**config.mk**
```make
export PLATFORM = sky130hd
export DESIGN_NAME = mcpu_writeback_unit_flat
export DESIGN_NICKNAME = d
export VERILOG_FILES = /design/src/rtl/mcpu_pkg.sv /design/src/rtl/mcpu_writeback_unit_if.sv /design/src/rtl/mcpu_wb_fifo.sv /design/src/rtl/mcpu_writeback_unit.sv /design/src/flat_wrapper.sv
export SDC_FILE = /design/constraint.sdc
export NUM_CORES = 1
export LEC_CHECK = 0
export ABC_CLOCK_PERIOD_IN_PS = 8300
export BUFFER_PORTS_ARGS = -buffer_cell sky130_fd_sc_hd__buf_4
export CORE_ASPECT_RATIO = 1.25
export CORE_MARGIN = 5
export CORE_UTILIZATION = 32
export DETAILED_ROUTE_END_ITERATION = 12
export GPL_ROUTABILITY_DRIVEN = 1
export HOLD_SLACK_MARGIN = 0.1
export PLACE_DENSITY = 0.5
export SLEW_MARGIN = 25
export SYNTH_ARGS = -nofsm -noshare
export SYNTH_HDL_FRONTEND = slang
export SYNTH_SLANG_ARGS = --single-unit
```
**constraint.sdc**
```tcl
create_clock -name clk -period 8.3 [get_ports clk]
set_clock_uncertainty 0.2 [all_clocks]
set_input_delay 0 -clock clk [delete_from_list [all_inputs] [get_ports clk]]
set_output_delay 0 -clock clk [all_outputs]
set_load 0.01 [all_outputs]
```
**src/rtl/mcpu_pkg.sv**
```systemverilog
// Shared types and constants for the MCPU writeback path.
// Register-file widths, write command encoding and FIFO entry layout.
package mcpu_pkg;

  localparam int WORD_SIZE        = 8;
  localparam int OPERAND_SIZE     = 4;
  localparam int REGISTERS_NUMBER = 16;

  localparam logic [1:0] WB_CMD_LOAD = 2'b00;

  typedef enum logic [1:0] {
    WB_IDLE,
    WB_ACTIVE,
    WB_STALL
  } wb_state_t;

  typedef struct packed {
    logic [OPERAND_SIZE-1:0] dest;
    logic [WORD_SIZE-1:0]    data;
  } wb_entry_t;

  // Indices beyond the register count map to no bit at all.
  function automatic logic [REGISTERS_NUMBER-1:0] dest_onehot(
    input logic [OPERAND_SIZE-1:0] d
  );
    dest_onehot = '0;
    for (int r = 0; r < REGISTERS_NUMBER; r++)
      if (int'(d) == r) dest_onehot[r] = 1'b1;
  endfunction

endpackage

```
**src/rtl/mcpu_writeback_unit_if.sv**
```systemverilog
// Writeback unit bus: ALU/load offers, control, regfile write side.
// master = writeback unit, slave = producers / register file.
interface mcpu_writeback_unit_if;
  import mcpu_pkg::*;

  logic                        alu_valid;
  logic [OPERAND_SIZE-1:0]     alu_dest;
  logic [WORD_SIZE-1:0]        alu_result;
  logic                        alu_ready;
  logic                        mem_valid;
  logic [OPERAND_SIZE-1:0]     mem_dest;
  logic [WORD_SIZE-1:0]        mem_data;
  logic                        mem_ready;
  logic                        wb_hold;
  logic                        flush;
  logic [OPERAND_SIZE-1:0]     wb_op;
  logic [WORD_SIZE-1:0]        wb_data;
  logic [1:0]                  wb_cmd;
  logic                        wb_en;
  logic [REGISTERS_NUMBER-1:0] reg_busy;

  modport master (
    input  alu_valid, alu_dest, alu_result,
    input  mem_valid, mem_dest, mem_data,
    input  wb_hold, flush,
    output alu_ready, mem_ready,
    output wb_op, wb_data, wb_cmd, wb_en,
    output reg_busy
  );

  modport slave (
    output alu_valid, alu_dest, alu_result,
    output mem_valid, mem_dest, mem_data,
    output wb_hold, flush,
    input  alu_ready, mem_ready,
    input  wb_op, wb_data, wb_cmd, wb_en,
    input  reg_busy
  );

endinterface

```
**src/rtl/mcpu_wb_fifo.sv**
```systemverilog
// In-order pending-write FIFO, up to two pushes and one pop per edge.
// Exposes per-slot valid/dest taps for the register busy map.
module mcpu_wb_fifo
  import mcpu_pkg::*;
#(
  parameter  int DEPTH = 4,
  localparam int PW    = $clog2(DEPTH),
  localparam int CW    = PW + 1
) (
  input  logic                              clk,
  input  logic                              rst_n,
  input  logic                              clear,
  input  logic                              push0,
  input  wb_entry_t                         din0,
  input  logic                              push1,
  input  wb_entry_t                         din1,
  input  logic                              pop,
  output wb_entry_t                         head,
  output logic [CW-1:0]                     count,
  output logic [DEPTH-1:0]                  ent_vld,
  output logic [DEPTH-1:0][OPERAND_SIZE-1:0] ent_dest
);

  wb_entry_t     mem_q [DEPTH];
  logic [PW-1:0] wr_q, rd_q, wr_p1;
  logic [CW-1:0] count_q;

  assign wr_p1 = wr_q + PW'(1);
  assign head  = mem_q[rd_q];
  assign count = count_q;

  always_ff @(posedge clk or negedge rst_n) begin
    if (!rst_n) begin
      wr_q    <= '0;
      rd_q    <= '0;
      count_q <= '0;
      for (int i = 0; i < DEPTH; i++)
        mem_q[i] <= '0;
    end else if (clear) begin
      wr_q    <= '0;
      rd_q    <= '0;
      count_q <= '0;
    end else begin
      if (push0) mem_q[wr_q]  <= din0;
      if (push1) mem_q[wr_p1] <= din1;
      wr_q    <= wr_q + PW'(push0) + PW'(push1);
      rd_q    <= rd_q + PW'(pop);
      count_q <= count_q + CW'(push0)
               + CW'(push1) - CW'(pop);
    end
  end

  for (genvar i = 0; i < DEPTH; i++) begin : g_tap
    logic [PW-1:0] off;
    assign off         = PW'(i) - rd_q;
    assign ent_vld[i]  = {1'b0, off} < count_q;
    assign ent_dest[i] = mem_q[i].dest;
  end

endmodule

```
**src/rtl/mcpu_writeback_unit.sv**
```systemverilog
// MCPU writeback master: queues ALU/load results, one regfile write per cycle.
// Define WB_BYPASS_EN to let an entry skip the empty FIFO (1-cycle latency).
module mcpu_writeback_unit
  import mcpu_pkg::*;
#(
  parameter int FIFO_DEPTH = 4
) (
  input logic                  clk,
  input logic                  rst_n,
  mcpu_writeback_unit_if.master wb
);

  localparam int CW = $clog2(FIFO_DEPTH) + 1;

  wb_state_t state_q, state_d;
  wb_entry_t mem_ent, alu_ent, first_ent;
  wb_entry_t din0, head, out_q, load_ent;
  logic [CW-1:0] count, free;
  logic [FIFO_DEPTH-1:0] ent_vld;
  logic [FIFO_DEPTH-1:0][OPERAND_SIZE-1:0] ent_dest;
  logic mem_rdy, alu_rdy, acc_m, acc_a, any_acc;
  logic second_v, fifo_empty, can_issue;
  logic issue, byp, push0, push1, load, wb_en_q;
  logic [REGISTERS_NUMBER-1:0] busy;

  assign free       = CW'(FIFO_DEPTH) - count;
  assign fifo_empty = (count == '0);

  // Load data keeps priority on the last free slot.
  assign mem_rdy = !wb.flush && (free != '0);
  assign alu_rdy = !wb.flush
                && (free > CW'(1)
                 || (free != '0 && !wb.mem_valid));

  assign acc_m    = wb.mem_valid && mem_rdy;
  assign acc_a    = wb.alu_valid && alu_rdy;
  assign any_acc  = acc_m || acc_a;
  assign second_v = acc_m && acc_a;

  assign mem_ent   = '{dest: wb.mem_dest, data: wb.mem_data};
  assign alu_ent   = '{dest: wb.alu_dest, data: wb.alu_result};
  assign first_ent = acc_m ? mem_ent : alu_ent;

`ifdef WB_BYPASS_EN
  assign byp = any_acc && fifo_empty
            && !wb.wb_hold && !wb.flush;
`else
  assign byp = 1'b0;
`endif

  assign push0    = byp ? second_v : any_acc;
  assign din0     = byp ? alu_ent : first_ent;
  assign push1    = !byp && second_v;
  assign load     = issue || byp;
  assign load_ent = byp ? first_ent : head;

  mcpu_wb_fifo #(
    .DEPTH (FIFO_DEPTH)
  ) u_fifo (
    .clk      (clk),
    .rst_n    (rst_n),
    .clear    (wb.flush),
    .push0    (push0),
    .din0     (din0),
    .push1    (push1),
    .din1     (alu_ent),
    .pop      (issue),
    .head     (head),
    .count    (count),
    .ent_vld  (ent_vld),
    .ent_dest (ent_dest)
  );

  assign can_issue = !wb.flush && !wb.wb_hold
                  && !fifo_empty;

  always_ff @(posedge clk or negedge rst_n) begin
    if (!rst_n) state_q <= WB_IDLE;
    else        state_q <= state_d;
  end

  always_comb begin
    state_d = state_q;
    issue   = 1'b0;
    unique case (state_q)
      WB_IDLE: begin
        if (wb.wb_hold && !wb.flush)
          state_d = WB_STALL;
        else if (any_acc)
          state_d = WB_ACTIVE;
      end
      WB_ACTIVE: begin
        issue = can_issue;
        if (wb.wb_hold && !wb.flush)
          state_d = WB_STALL;
        else if (!any_acc
              && (wb.flush || count <= CW'(1)))
          state_d = WB_IDLE;
      end
      WB_STALL: begin
        issue = can_issue;
        if (wb.wb_hold && !wb.flush)
          state_d = WB_STALL;
        else if (!wb.flush
              && (any_acc || count > CW'(1)))
          state_d = WB_ACTIVE;
        else
          state_d = WB_IDLE;
      end
      default: state_d = WB_IDLE;
    endcase
  end

  // Output stage: an entry loaded here is committed and always strobes.
  always_ff @(posedge clk or negedge rst_n) begin
    if (!rst_n) begin
      out_q   <= '0;
      wb_en_q <= 1'b0;
    end else begin
      wb_en_q <= load;
      if (load) out_q <= load_ent;
    end
  end

  always_comb begin
    busy = '0;
    for (int i = 0; i < FIFO_DEPTH; i++)
      if (ent_vld[i])
        busy = busy | dest_onehot(ent_dest[i]);
    if (wb_en_q)
      busy = busy | dest_onehot(out_q.dest);
  end

  assign wb.alu_ready = alu_rdy;
  assign wb.mem_ready = mem_rdy;
  assign wb.wb_op     = out_q.dest;
  assign wb.wb_data   = out_q.data;
  assign wb.wb_cmd    = WB_CMD_LOAD;
  assign wb.wb_en     = wb_en_q;
  assign wb.reg_busy  = busy;

endmodule

```
**src/flat_wrapper.sv**
```systemverilog
// flat-port wrapper written by rule: the top's interface ports become plain ports
module mcpu_writeback_unit_flat import mcpu_pkg::*;
#(
  parameter int FIFO_DEPTH = 4
)
  (clk, rst_n, wb_alu_valid, wb_alu_dest, wb_alu_result, wb_mem_valid, wb_mem_dest, wb_mem_data, wb_wb_hold, wb_flush, wb_alu_ready, wb_mem_ready, wb_wb_op, wb_wb_data, wb_wb_cmd, wb_wb_en, wb_reg_busy);
  mcpu_writeback_unit_if wb_i ();
  input logic clk;
  input logic rst_n;
  input wire logic [$bits(wb_i.alu_valid)-1:0] wb_alu_valid;
  input wire logic [$bits(wb_i.alu_dest)-1:0] wb_alu_dest;
  input wire logic [$bits(wb_i.alu_result)-1:0] wb_alu_result;
  input wire logic [$bits(wb_i.mem_valid)-1:0] wb_mem_valid;
  input wire logic [$bits(wb_i.mem_dest)-1:0] wb_mem_dest;
  input wire logic [$bits(wb_i.mem_data)-1:0] wb_mem_data;
  input wire logic [$bits(wb_i.wb_hold)-1:0] wb_wb_hold;
  input wire logic [$bits(wb_i.flush)-1:0] wb_flush;
  output wire logic [$bits(wb_i.alu_ready)-1:0] wb_alu_ready;
  output wire logic [$bits(wb_i.mem_ready)-1:0] wb_mem_ready;
  output wire logic [$bits(wb_i.wb_op)-1:0] wb_wb_op;
  output wire logic [$bits(wb_i.wb_data)-1:0] wb_wb_data;
  output wire logic [$bits(wb_i.wb_cmd)-1:0] wb_wb_cmd;
  output wire logic [$bits(wb_i.wb_en)-1:0] wb_wb_en;
  output wire logic [$bits(wb_i.reg_busy)-1:0] wb_reg_busy;
  assign wb_i.alu_valid = wb_alu_valid;
  assign wb_i.alu_dest = wb_alu_dest;
  assign wb_i.alu_result = wb_alu_result;
  assign wb_i.mem_valid = wb_mem_valid;
  assign wb_i.mem_dest = wb_mem_dest;
  assign wb_i.mem_data = wb_mem_data;
  assign wb_i.wb_hold = wb_wb_hold;
  assign wb_i.flush = wb_flush;
  assign wb_alu_ready = wb_i.alu_ready;
  assign wb_mem_ready = wb_i.mem_ready;
  assign wb_wb_op = wb_i.wb_op;
  assign wb_wb_data = wb_i.wb_data;
  assign wb_wb_cmd = wb_i.wb_cmd;
  assign wb_wb_en = wb_i.wb_en;
  assign wb_reg_busy = wb_i.reg_busy;
  mcpu_writeback_unit #(.FIFO_DEPTH(FIFO_DEPTH)) u_core (.clk(clk), .rst_n(rst_n), .wb(wb_i));
endmodule
```
* Word level (Yosys, flattened, before mapping)
Cells that the tools add are included.
** Storage, ports and cells
- Bits in registers :: 70
- Input bits :: 30
- Output and inout bits :: 33
- Word-level logic and storage cells :: 330
** Cells by class
- $add $sub $neg :: 12
- Order comparisons :: 12
- Equality and inequality tests :: 79
- Muxes and demuxes :: 173
- Bitwise logic cells :: 7
- Reductions and logical operators :: 32
** Operators with widths (count)
- == test 4 bit, second input constant :: 40
- 2-to-1 mux 1 bit :: 146
- 2-to-1 mux 48 bit :: 3
- bitwise mux 48 bit :: 2
- == test 4 x 3 -> 1 bit, second input constant :: 20
- 2-to-1 mux 16 bit :: 5
- bitwise OR 16 bit :: 4
- 2-to-1 mux 12 bit :: 5
- demux 12 bit (select 2 bit) :: 2
- == test 4 x 2 -> 1 bit, second input constant :: 10
- binary-select mux 12 bit (select 2 bit) :: 1
- == test 4 x 1 -> 1 bit, second input constant :: 5
- logical NOT 4 bit :: 5
- 2-to-1 mux 2 bit :: 7
- logical AND 1 bit :: 13
- < comparator 2 x 3 -> 1 bit :: 4
- >= comparator 3 bit, second input constant :: 3
- NOT 2 -> 3 bit :: 3
- adder 2 x 1 -> 2 bit :: 3
- adder 3 x 1 -> 3 bit :: 2
- greater-than comparator 3 x 1 -> 1 bit, second input constant :: 2
- < comparator 3 x 1 -> 1 bit, second input constant :: 2
- inequality test 3 x 1 -> 1 bit, second input constant :: 2
- one-hot mux 2 bit (3 select lines) :: 1
- other kinds (16) :: 25

* Logic depth before layout (Yosys ltp)
- Depth in word-level cells :: 12
- Gate-level depth with buffers :: 12
- Depth with buffers taken out :: 10

* Cells and area by module
Synthesis repeated with hierarchy kept, for this count alone.
** Unflattened totals
- Cell total of the unflattened synthesis :: 488
- Area, all modules :: 4864.7 um^2
** Modules (own cells, without submodules)
- mcpu_wb_fifo :: times used 1, cells each 280, area each 3144.3 um^2, sequential area each 1376.3 um^2
- mcpu_writeback_unit :: times used 1, cells each 208, area each 1720.4 um^2, sequential area each 375.4 um^2

* Worst setup path before layout
No wires, ideal clock.
- Kind :: register -> register
- From :: register u_core.u_fifo.count_q[0], in the netlist u_core.u_fifo.count[0]
- To :: register u_core.u_fifo.count_q[2], in the netlist u_core.u_fifo.count[2]
- Setup time :: 0.136 ns
- Data arrival time :: 2.947 ns
- Data required time :: 7.964 ns
- Setup slack :: 5.017 ns
- Cell stages (with the launch flop) :: 12
- Clock period less this slack :: 3.283 ns
- Cells stage by stage :: dfrtp_1 -> inv_1 -> ha_1 -> ha_1 -> buf_2 -> and4bb_2 -> o211ai_4 -> ha_1 -> fa_1 -> fa_1 -> xnor2_1 -> nor2_1
** Between the ends
- Word-level cells in the longest chain between the ends :: 11
- Elaborated cells between the ends (all ways) :: 19
- Those cells by class :: add/sub (4); order compare (1); mux (2); reduce/logical (12)
** RTL lines
- start, declared :: RTL line mcpu_wb_fifo.sv:26 : logic [CW-1:0] count_q;
- start signal, assigned :: RTL line mcpu_wb_fifo.sv:48 : count_q <= count_q + CW'(push0)
- parallel branches: the longest is 9 deep, another holds subtractor 3 bit
- subtractor 3 x 1 -> 3 bit (*) :: RTL line mcpu_wb_fifo.sv:49 : + CW'(push1) - CW'(pop);
- 2-to-1 mux 3 bit (*) :: RTL line mcpu_wb_fifo.sv:39 : end else if (clear) begin
Mark *: on every way between the ends.
A chain may end at the register's enable or synchronous reset.

* Worst setup path after layout
- From :: register u_core.u_fifo.count_q[1], in the netlist u_core.u_fifo.count[1]
- To :: register u_core.u_fifo.count_q[2], in the netlist u_core.u_fifo.count[2]
Same word-level chain as after synthesis.

==> results.cfg <==
[status]
status = finished, final reports clean

[floorplanning]
die_height_um = 152
die_w_um = 124
initial_core_util_pct = 32.3
rows = 52
io_pins = 63
dieArea_um2 = 18900
core_um2 = 16100

[layout]
diodes = 0
seq_area_um2 = 1750
fillers = 1630
synthToLayoutAreaGrowth_pct = 18.4
drive_gt1_share_pct = 28.6
finalInstanceArea_um2 = 6140
nNetsFinal = 587
multi_input_area_um2 = 3130

[clocking]
cts_buffer_depth = 2
cts_repair_resize_count = 0
insertion_delay_ns = 0.34
cts_tree = yes
cts-root-buf = clkbuf_16
clock-sinks = 70
clkTransAtPathRegs_ns = 0.06
post_cts_buffers = 0
cts_hold_buf = 15
numCtsBuffers = 9
htree_levels = 3

[timing]
setup_viol = 0
period_needed_ns = 3.82
tightest_slew_ns = 0.800
tns_ns = 0
maxSlewHeadroom_pct = 45.9
fmax_mhz = 262
hold_viol_final = 0
slew_violations = 0
grt_setup_unrepaired = false
period_share_pct = 46.0

[yosys]
synth_edf_count = 0
synthFlopType = dfrtp_1
synth.distinct_cells = 70
syn_inst = 489
synth_compound_area_share_pct = 23.9
synth-xor-area-share_pct = 0.676
synth.area.top_cells = dfrtp_1 (34%), nand3_1 (6.6%), o221a_1 (5.6%)
synth_top_area_share_pct = 33.8
syn_area_per_cell_um2 = 10.6
synth_area_um2 = 5180
yosysSeqAreaShare_pct = 33.8
ys_seq_elements = 70
synth.mux.area_fraction_pct = 7.82
ys_warn_count = 0
yosys.area.top_type = dfrtp_1
yosys.area_share.simple_pct = 22.3
async_reset_ff_share_pct = 100
synth_fa_ha_area_share_pct = 5.26
synth_top_family_by_area = compound AO/OA/AOI/OAI gates

[worst_setup_path]
start_kind = flop
critPathMaxFanout = 19
crit_type = reg -> reg
worstPathArrival_ns = 3.81
end_kind = flop
critical_path_required_ns = 8.29

[job]
maxCapViolations = 0

[route]
viasPerCell = 5.87
vias = 4453
detail_route.wirelength_mm = 17.0
postRouteAntennaNets = 0
drc = 0
drt_pre_antenna_iters = 5
wl_per_cell_um = 22.4
initialDrtViolationCount = 488

[power_and_ir_drop]
power_frac_clock_pct = 18.7
cellPowerDensity_nw_per_um2 = 315
sequentialPowerShare_pct = 36.2
vdd_drop_max_mv = 0.101
p_int_mw = 1.12
power.leakage_nw = 2.24
combPwrFrac_pct = 45.1
swShare_pct = 41.9
switchingPower_uw = 811

[place]
routabilityCongestion = 0.945
dpl_cell_area_um2 = 5710
post-dp-hpwl_mm = 11.3
port-buffer-count = 60

[global_route]
antenna_found_initial = 0
grt_overflow_total = 0
grt_pass1_vias = 4549
track_usage_pct = 18.2
grt_max_degree = 71
grt_pass1_wl_mm = 26.6

[min_path]
worstHoldPathType = in -> async
-- final timing paths --
check | start | to | slack, ns | depth (start not counted)
max | u_core.u_fifo.count[1]$_DFF_PN0_ | u_core.u_fifo.count[2]$_DFF_PN0_ | 4.48 | 10
min | rst_n | u_core.u_fifo.mem_q[4]$_DFFE_PN0N_ | 0.04 | 2
max reg2reg | u_core.u_fifo.count[1]$_DFF_PN0_ | u_core.u_fifo.count[2]$_DFF_PN0_ | 4.48 | 10
min reg2reg | u_core.wb.wb_data[3]$_DFFE_PN0P_ | u_core.wb.wb_data[3]$_DFFE_PN0P_ | 0.31 | 1
max in group asynchronous | rst_n | u_core.u_fifo.count[0]$_DFF_PN0_ | 7.38 | 2
min in group clk | wb_alu_valid | u_core.state_q[0]$_DFFE_PN0P_ | 0.12 | 4
-- critical path: stages, from the launching register on --
cell and delay [ns]:
dfrtp_1 0.41, inv_1 0.23, ha_1 0.23, ha_1 0.60, o21ai_0 0.27, o211ai_4 0.40, ha_1 0.33, fa_1 0.41
fa_1 0.39, xnor2_1 0.14, nor2_1 0.05
-- synthesized netlist by cell type (9+ instances only) --
| master | n |
|---|---|
| dfrtp_1 | 70 |
| nand3_1 | 68 |
| a211oi_4 | 9 |
| ha_1 | 17 |
| buf_2 | 16 |
| nand2b_1 | 10 |
| nand2_1 | 21 |
| inv_1 | 12 |
| o221a_2 | 22 |
| o221a_1 | 26 |
| mux2_2 | 12 |
| clkbuf_1 | 17 |
| nor2_1 | 19 |
| nor4bb_1 | 12 |
| nor2b_1 | 21 |
| mux4_2 | 12 |
| nand4_1 | 15 |
-- cells by family after synthesis --
| family | count (synthesis) |
|---|---|
| AND/OR/NAND/NOR | 200 |
| AO/OA/AOI/OAI | 112 |
| flip-flops | 70 |
| buffers and inverters | 58 |
| multiplexers | 24 |
| adder cells (fa/ha/maj) | 20 |
| XOR/XNOR | 4 |
| other | 1 |
-- metal layers --
metal | up-vias | GRT usage [%] | part of all wire, %
met5 | - | 0 | 0
met4 | 0 | 6.44 | 2.2
met3 | 28 | 3.08 | 5.7
met2 | 186 | 29.6 | 49
met1 | 2224 | 24.1 | 43
li1 | 2015 | - | -
-- power groups by stage --
stage               clock [mW]  sequential [mW]  combinational, mW
detailed placement           0            0.700              0.864
CTS                      0.371            0.695              0.876
finish                   0.362            0.700              0.873
global route             0.384            0.719              0.952
global placement             0            0.698              0.857
floorplan                    0            0.590              0.645
-- layout by cell type (no fill, tap or decap), types with 3 or more instances in the layout --
cell,count
a211oi_1,5
a211oi_4,9
a21oi_1,3
a22oi_1,5
a32oi_1,4
buf_4,65
clkbuf_16,9
dfrtp_1,70
dlygate4sd3_1,15
fa_1,3
ha_1,17
inv_1,12
mux2_2,12
mux4_2,12
nand2_1,21
nand2b_1,10
nand3_1,68
nand4_1,15
nand4b_1,3
nor2_1,19
nor2b_1,21
nor3_1,6
nor3b_1,4
nor4bb_1,12
o211ai_1,5
o221a_1,26
o221a_2,22
o22a_1,4
o22ai_4,3
or2_2,3
or3_1,3
xnor2_1,3
-- state kept, by name, indices dropped and copies added (netlist names) --
name and cells:
u_core.u_fifo.wr_q 2, u_core.u_fifo.mem_q 32, u_core.wb.wb_op 4, u_core.state_q 2, u_core.wb.wb_en 1, u_core.u_fifo.rd_q 2
u_core.u_fifo.count 3, u_core.wb.wb_data 8, u_core.u_fifo.ent_dest 16
-- final cells by class --
type | instances | share of cell area, %
inverters | 13 | 0.999
clock buffers | 11 | 3.96
flip-flops and latches | 70 | 28.5
clock inverters | 5 | 0.571
multi-input cells | 362 | 50.9
repair buffers | 81 | 10.6
well taps | 216 | 4.40
-- stage by stage --
step	total power, mW	hold slack (ns)	setup slack, ns	cells	util [%]
after CTS	1.94	0.123	4.46	758	38.2
after global routing	2.05	0.115	4.24	758	38.2
after detailed placement	1.56	0.00422	4.49	727	35.5
final	1.94	0.0444	4.48	758	38.2
after global placement	1.55	-0.000908	4.55	727	35.5
after floorplan	1.24	-0.496	5.02	490	-
(Power assumes the default switching activity.)
